[config.mk]
export PLATFORM = sky130hd
export DESIGN_NAME = control_mac
export DESIGN_NICKNAME = d
export VERILOG_FILES = /design/src/rtl/control_mac.sv
export SDC_FILE = /design/constraint.sdc
export NUM_CORES = 1
export LEC_CHECK = 0
export ABC_AREA = 1
export CAP_MARGIN = 30
export CELL_PAD_IN_SITES_DETAIL_PLACEMENT = 0
export CELL_PAD_IN_SITES_GLOBAL_PLACEMENT = 1
export CORE_AREA = 2 2 191 175
export CTS_CLUSTER_DIAMETER = 40
export DETAILED_ROUTE_END_ITERATION = 12
export DIE_AREA = 0 0 193 177
export GPL_TIMING_DRIVEN = 0
export MAX_ROUTING_LAYER = met4
export PLACE_DENSITY_LB_ADDON = 0.25
export SYNTH_ARGS = -nofsm -noshare
export SYNTH_HDL_FRONTEND = slang
export SYNTH_SLANG_ARGS = --single-unit
[constraint.sdc]
create_clock -name clk -period 2.39 [get_ports clk]
set_input_delay 0.3585 -clock clk [delete_from_list [all_inputs] [get_ports clk]]
set_output_delay 0.3585 -clock clk [all_outputs]
set_load 0.005 [all_outputs]
[src/rtl/control_mac.sv]
// control_mac: sequences TAPS sample/coefficient pairs through one signed multiplier
// and accumulates the products into a wide accumulator. When the run is complete it
// drops the low F fraction bits (floor) and saturates the sum back to Q(M.F).
// Ports: clk, rst_n (async, active low); inicio starts a result.
// muestra/coef are the combinational read data at dir.
// ocupado is high while a result is in progress.
// salida/saturado hold the last result, and valido pulses when they update.
module control_mac #(
   parameter int N    = 16,
   parameter int M    = 7,
   parameter int F    = 8,
   parameter int TAPS = 8,
   parameter int AW   = 3
) (
   input  logic          clk,
   input  logic          rst_n,
   input  logic          inicio,
   input  logic [N-1:0]  muestra,
   input  logic [N-1:0]  coef,
   output logic [AW-1:0] dir,
   output logic          ocupado,
   output logic [N-1:0]  salida,
   output logic          valido,
   output logic          saturado
);
   localparam int AccW = 2*N+AW;
   typedef enum logic [1:0] {REPOSO, LECTURA, SALIDA} estado_t;
   estado_t             estado_q, estado_d;
   logic [AW-1:0]       idx_q, idx_d;
   logic [AccW-1:0]     acc_q, acc_d;
   logic [N-1:0]        salida_q, salida_d;
   logic                valido_q, valido_d;
   logic                saturado_q, saturado_d;
   logic signed [2*N-1:0] prod;
   logic [AccW-1:M+2*F] alto;
   logic                fuera;
   assign prod     = $signed(muestra) * $signed(coef);
   // the result fits only if every bit from the result sign bit upward is identical
   assign alto     = acc_q[AccW-1:M+2*F];
   assign fuera    = !(&alto || ~|alto);
   assign dir      = estado_q == LECTURA ? idx_q : '0;
   assign ocupado  = estado_q != REPOSO;
   assign salida   = salida_q;
   assign valido   = valido_q;
   assign saturado = saturado_q;
   always_comb begin
      estado_d   = estado_q;
      idx_d      = idx_q;
      acc_d      = acc_q;
      salida_d   = salida_q;
      saturado_d = saturado_q;
      valido_d   = 1'b0;
      case (estado_q)
         REPOSO: begin
            if (inicio) begin
               estado_d = LECTURA;
               idx_d    = '0;
               acc_d    = '0;
            end
         end
         LECTURA: begin
            acc_d    = acc_q + {{AW{prod[2*N-1]}}, prod};
            idx_d    = idx_q + AW'(1);
            estado_d = idx_q == AW'(TAPS-1) ? SALIDA : LECTURA;
         end
         SALIDA: begin
            estado_d   = REPOSO;
            valido_d   = 1'b1;
            saturado_d = fuera;
            salida_d   = !fuera ? acc_q[N+F-1:F] :
                         acc_q[AccW-1] ? {1'b1, {(N-1){1'b0}}} : {1'b0, {(N-1){1'b1}}};
         end
         default: estado_d = REPOSO;
      endcase
   end
   always_ff @(posedge clk or negedge rst_n) begin
      if (!rst_n) begin
         estado_q   <= REPOSO;
         idx_q      <= '0;
         acc_q      <= '0;
         salida_q   <= '0;
         valido_q   <= 1'b0;
         saturado_q <= 1'b0;
      end else begin
         estado_q   <= estado_d;
         idx_q      <= idx_d;
         acc_q      <= acc_d;
         salida_q   <= salida_d;
         valido_q   <= valido_d;
         saturado_q <= saturado_d;
      end
   end
endmodule

==> flow_summary.rst, run 1 <==
.. list-table::
   :header-rows: 1

   * - Metric
     - Value
   * - HPWL after DPL
     - 36,700 um
   * - Max FO, Critical Path
     - 5
   * - Failing checks
     - setup timing
   * - Post-synth EDFFs
     - 0
   * - Post-synthesis average cell area
     - 7.46 sq um
   * - Clock latency of the later-clocked register in the worst-skew pair
     - 340 ps
   * - Level count of the clock H-tree
     - 3
   * - Number of port buffers
     - 30
   * - Vert. Die Dim
     - 177 um
   * - Post-cts hold buffer count
     - 0
   * - Result of the run
     - finished with violations
   * - TritonCTS clock tree
     - built
   * - Vias per Instance
     - 5.17
   * - First-pass iteration count of the detailed router
     - 5
   * - Routed WL
     - 48,700 um
   * - Slack of the critical path
     - -4160 ps
   * - Buffer type at the clock tree root
     - clkbuf_16
   * - Final worst clock skew
     - 6.75 ps
   * - Class of the tightest hold or removal check
     - primary input to asynchronous set/reset pin
   * - Vias after detailed routing
     - 13,879
   * - Proportion of layout cells with a drive suffix above 1
     - 0.344
   * - Number of clock sinks
     - 58
   * - Setup-violating endpoint count in the final report
     - 34
   * - Max-slew violations
     - 0
   * - Dominant register cell in the synthesized netlist
     - dfrtp_1
   * - Flops & latches, synth
     - 58
   * - Commonest non-fill, non-tap cell in the layout
     - inv_1
   * - Chip width
     - 193 um
   * - CTS buffer count
     - 9
   * - Crit Path Category
     - primary input to flip-flop
   * - Post-detailed-route count of antenna-violating nets
     - 0
   * - Data required time of the critical path
     - 2620 ps
   * - Avg WL per Cell
     - 18.1 um
   * - Initial core utilization
     - 0.472
   * - Number of antenna violations at the first check in global routing
     - 1
   * - Netlist cell types
     - 54
   * - Maximum buffer depth of the clock tree
     - 2
   * - Relative slew slack
     - 0.410
   * - Total negative setup slack
     - -108,270 ps
   * - Full die area
     - 34,200 sq um
   * - Clk pin slew, worst setup/hold paths
     - 60 ps
   * - Total grt overflow
     - 0
   * - Proportion of synthesized flip-flops having asynchronous set or reset
     - 1.00
   * - Maximum operating frequency
     - 153 MHz
   * - Number of top-level pins
     - 57
   * - Largest net degree at the start of global routing
     - 36
   * - Wire length of the first global-routing pass
     - 75,600 um
   * - Yosys warning count
     - 0
   * - Signed area change from the synthesized netlist to the final layout
     - 42.9%
   * - Fraction of the yosys area taken by sequential cells
     - 0.0951
   * - Vias in the first global route
     - 14,517
   * - Most frequent cells in the layout
     - 444 x inv_1, 438 x nand2_1, 240 x fa_1
   * - Number of nets produced by synthesis
     - 2,462
   * - Number of max-cap violations
     - 0
   * - Post-Syn Instances
     - 2,045
   * - Antenna diode instance count
     - 0
   * - Area of the core region
     - 32,300 sq um
   * - Post-route core utilization
     - 0.675
   * - Routability Congestion
     - 0.929
   * - Worst setup SP type
     - primary input
   * - Final layout net count
     - 2,677
   * - Kind of end point of the critical path
     - flip-flop
   * - DRC violations left
     - 0
   * - Rows
     - 63
   * - Hold violation count in the final report
     - 0
   * - Worst endpoint data arrival time
     - 6790 ps
   * - Slew at the pin closest to its max-slew limit
     - 885 ps
   * - Post-synthesis instance area
     - 15,300 sq um
   * - Unrepaired setup endpoints after global routing
     - yes
   * - Final clock period utilization by the worst path
     - 2.74
   * - Overall global routing resource usage
     - 0.299
   * - Worst slack at placement
     - -6100 ps
   * - Time the worst path needs with I/O delays and setup
     - 6550 ps
   * - Violation count after the first detailed-routing iteration
     - 955
   * - Hold slack
     - 21.6 ps
   * - Worst Reg-to-Reg Cells
     - 15
Yosys cell counts (3+ instances only):
library cell,count,area share
inv_1,513,0.13
xnor2_1,14,0.0080
a21oi_2,10,0.0057
a21o_1,11,0.0054
o21ai_1,15,0.0049
nor2_2,5,0.0021
nor2_1,114,0.028
nand2_2,16,0.0066
nor2_4,3,0.0022
nand3b_1,4,0.0020
a21oi_1,76,0.025
o21bai_1,6,0.0030
nor4_1,5,0.0021
o21ai_2,8,0.0046
nand3_1,38,0.012
xor2_1,21,0.012
nand2_1,549,0.14
a211oi_1,3,0.0015
ha_1,119,0.098
nand3_2,4,0.0026
inv_2,9,0.0022
nor3_1,3,0.00098
nand2_4,5,0.0037
or2_2,5,0.0021
nand4_1,11,0.0045
dfrtp_1,58,0.095
o21ai_0,46,0.015
nor3_2,4,0.0026
clkbuf_1,63,0.015
fa_1,263,0.35
a31oi_1,13,0.0053
stage by stage:
stage,cell area [sq um],instances
2_1_floorplan,16400,2045
3_3_place_gp,17200,2497
3_5_place_dp,17200,2499
4_1_cts,20300,2625
5_1_grt,21800,2687
6_report,21800,2687
final cells by class:
class | count | area (sq um)
inverters | 522 | 1980
fillers | 2670 | 10500
clock inverters | 7 | 68.8
repair buffers | 204 | 1900
plain buffers | 67 | 1220
well taps | 422 | 528
multi-input cells | 1398 | 14400
flip-flops and latches | 58 | 1450
clock buffers | 9 | 225
worst paths after layout:
| check | start | endpoint | slack (ps) |
|---|---|---|---|
| worst min-delay path | rst_n | acc_q[8] | 20 |
| min in group clk | saturado | saturado | 490 |
| worst max register to register | acc_q[0] | acc_q[28] | -350 |
| worst min register to register | saturado | saturado | 490 |
| worst max-delay path | muestra[15] | acc_q[33] | -4160 |
| max in group asynchronous | rst_n | acc_q[26] | 1740 |
registers in the layout, summed over array words and instances (netlist names):
signal    cells
acc_q        35
estado_q      2
saturado      1
valido        1
idx_q         3
salida       16
worst max-delay path: stages:
cell       delay, ps
buf_12            90
clkbuf_16        160
nand2_4           50
fa_1             520
inv_2             70
fa_2             540
buf_6            160
fa_1             550
fa_1             460
fa_1             530
fa_2             610
ha_4             230
nand2_1           60
nand2_1           80
o21bai_4         190
a211oi_2         280
o211ai_1         210
xor2_1           220
ha_4             350
nand2_2           70
nor3_2           190
inv_2            100
nor3_4           200
nand2_1          130
nand3_4          130
a21oi_2           60
o21ai_1          120
nand2_1           60
repair_timing:
item / 4_1_cts / 5_1_grt
setup endpoints to repair: 37 / 42
resized for setup: 434 / 247
gates cloned: 7 / 2
pin swaps: 161 / 156
setup buffers: 103 / 62
kinds of logic (layout without fill, tap and decap cells):
kind of cell | after synthesis | in the layout | synth area share
and+or+nand+nor | 777 | 777 | 0.215
buffers and inverters | 589 | 809 | 0.145
adders and majority gates | 382 | 382 | 0.443
AOI/OAI and AO/OA | 204 | 204 | 0.0817
DFF | 58 | 58 | 0.0951
xor gates and xnor gates | 35 | 35 | 0.0201
per-layer routing:
metal / vias to the layer above / routed length, um / GRT usage
li1: 6466 / - / -
met1: 6939 / 21300 / 0.402
met2: 394 / 23100 / 0.477
met3: 80 / 3370 / 0.0555
met4: 0 / 971 / 0.0609
met5: - / 0 / -
Power of run 1 is not shown: default switching activity piles up to over one toggle a cycle in this logic, so the estimate is an artifact.
==> run 2: changes to the inputs <==
SETUP_SLACK_MARGIN = 0.2   (was unset)
==> flow_summary.rst, run 2 (synthesis results as in run 1) <==
.. list-table::
   :header-rows: 1

   * - Metric
     - Value
   * - Flip-flop count of the largest register, all copies and words added
     - 35 (unchanged)
   * - Crit Path Category
     - primary input to flip-flop
   * - HPWL after DPL
     - 36,700 um (unchanged)
   * - Maximum buffer depth of the clock tree
     - 2 (unchanged)
   * - Final worst clock skew
     - 8.96 ps (+2.21 ps)
   * - Largest net degree at the start of global routing
     - 36 (unchanged)
   * - Register-to-register path setup slack
     - -280 ps (+70 ps)
   * - Level count of the clock H-tree
     - 3 (unchanged)
   * - Vias in the first global route
     - 14,525 (+0.055%)
   * - Startpoint of the most critical register-to-register path
     - acc_q[0]
   * - Violation count after the first detailed-routing iteration
     - 875 (-8.4%)
   * - Clock latency of the later-clocked register in the worst-skew pair
     - 350 ps (about the same)
   * - Fill cell total of the finished layout
     - 2,679 (+0.34%)
   * - Proportion of layout cells with a drive suffix above 1
     - 0.337 (-0.00703)
   * - Wire length of the first global-routing pass
     - 75,900 um (+0.36%)
   * - Slowest stage delay, CP
     - 620 ps (about the same)
   * - Master of the slowest instance on the critical path
     - fa_2
   * - TritonCTS clock tree
     - built
   * - Class of the tightest hold or removal check
     - primary input to asynchronous set/reset pin
   * - Signed area change from the synthesized netlist to the final layout
     - 41.5%
   * - Setup-violating endpoint count in the final report
     - 31 (-8.8%)
   * - Kind of end point of the critical path
     - flip-flop
   * - Area of combinational cells with multiple inputs
     - 14,400 sq um (-0.37%)
   * - Maximum operating frequency
     - 153 MHz (about the same)
   * - Avg WL per Cell
     - 18.2 um (+0.33%)
   * - Post-detailed-route count of antenna-violating nets
     - 0 (unchanged)
   * - Worst setup path start
     - muestra[15]
   * - Total negative setup slack
     - -106,820 ps (+1450 ps)
   * - Antenna diode instance count
     - 0 (unchanged)
   * - Slack of the critical path
     - -4160 ps (+3.22 ps)
   * - Max FO, Critical Path
     - 6 (+1)
   * - Routability Congestion
     - 0.929 (unchanged)
   * - Initial core utilization
     - 0.472 (unchanged)
   * - Relative slew slack
     - 0.424 (+0.0147)
   * - Overall global routing resource usage
     - 0.301 (+0.00132)
   * - Worst endpoint data arrival time
     - 6790 ps (about the same)
   * - Number of port buffers
     - 30 (unchanged)
   * - Hold violation count in the final report
     - 0 (unchanged)
   * - Number of max-cap violations
     - 0 (unchanged)
   * - Routed WL
     - 48,500 um (-0.45%)
   * - Vert. Die Dim
     - 177 um (unchanged)
   * - Buffer type at the clock tree root
     - clkbuf_16
   * - Worst setup SP type
     - primary input
   * - Final clock period utilization by the worst path
     - 2.74 (about the same)
   * - Commonest non-fill, non-tap cell in the layout
     - inv_1
   * - Clk pin slew, worst setup/hold paths
     - 60 ps (about the same)
   * - Flip-flop and latch area
     - 1450 sq um (unchanged)
   * - Number of clock sinks
     - 58 (unchanged)
   * - Vias per Instance
     - 5.19 (+0.48%)
   * - Worst path top cell family by delay
     - adder cells
   * - Result of the run
     - finished with violations
   * - Rows
     - 63 (unchanged)
   * - Most frequent cells in the layout
     - 445 x inv_1, 438 x nand2_1, 245 x fa_1
   * - Failing checks
     - setup timing
   * - CTS buffer count
     - 9 (unchanged)
   * - Data required time of the critical path
     - 2630 ps (about the same)
   * - Unrepaired setup endpoints after global routing
     - yes
   * - Final layout net count
     - 2,656 (-0.78%)
   * - Total grt overflow
     - 0 (unchanged)
   * - Slew at the pin closest to its max-slew limit
     - 863 ps (-22.0 ps)
   * - Number of antenna violations at the first check in global routing
     - 0 (-1)
   * - Critical path buffer and inverter count
     - 6 (+1)
   * - Full die area
     - 34,200 sq um (unchanged)
   * - Most flop-heavy register
     - acc_q
   * - First-pass iteration count of the detailed router
     - 5 (unchanged)
   * - Vias after detailed routing
     - 13,837 (-0.30%)
   * - Placed insts
     - 2,499 (unchanged)
   * - DRC violations left
     - 0 (unchanged)
   * - Area of the core region
     - 32,300 sq um (unchanged)
   * - Time the worst path needs with I/O delays and setup
     - 6550 ps (-3.22 ps)
   * - Number of top-level pins
     - 57 (unchanged)
   * - Chip width
     - 193 um (unchanged)
   * - Top cell by count, worst path
     - fa_1
   * - Worst slack at placement
     - -6100 ps (unchanged)
   * - Final cell count without fillers
     - 2,666 (-0.78%)
   * - Max-slew violations
     - 0 (unchanged)
## run 2: cell types whose count changed in the layout (fill, tap and decap cells not counted), sizes merged
cell | before | now
buf | 184 | 165
clkbuf | 73 | 71
clkdlybuf4s50 | 23 | 20
dlymetal6s2s | 0 | 3
## run 2: routing by layer
layer,up-vias,global-route usage,routed length [um]
met5,-,-,0
met4,0,0.0625,959
met3,82,0.0563,3530
met2,407,0.477,22900
met1,6915,0.404,21200
li1,6433,-,-
## run 2: repair_timing
| action | CTS | global route |
|---|---|---|
| cloned | 7 | 0 |
| resized for setup | 443 | 222 |
| pin swaps | 163 | 141 |
| setup buffers | 106 | 38 |
| hold buffers | 0 | 0 |
| setup endpoints to repair | 37 | 46 |
## run 2: final timing paths
kind                             end  cells past startpoint
min in group clk            saturado                      2
max                        acc_q[34]                     32
max in group asynchronous  acc_q[32]                      2
max reg2reg                acc_q[28]                     15
min reg2reg                 saturado                      2
min                        acc_q[13]                      1
## run 2: cell type report
type | count | area share
multi-input cells | 1398 | 0.666
well taps | 422 | 0.0245
clock buffers | 9 | 0.0104
inverters | 522 | 0.0918
repair buffers | 183 | 0.0792
flip-flops and latches | 58 | 0.0672
clock inverters | 7 | 0.00319
plain buffers | 67 | 0.0578
## run 2: metrics by stage
step           instance area, sq um  hold WS [ps]  utilization
2_1_floorplan                 16400          62.9            -
3_3_place_gp                  17200           455        0.532
3_5_place_dp                  17200           399        0.532
4_1_cts                       20500          34.9        0.633
5_1_grt                       21600          63.1        0.668
6_report                      21600          20.2        0.668
Power of run 2 is left out for the same reason.
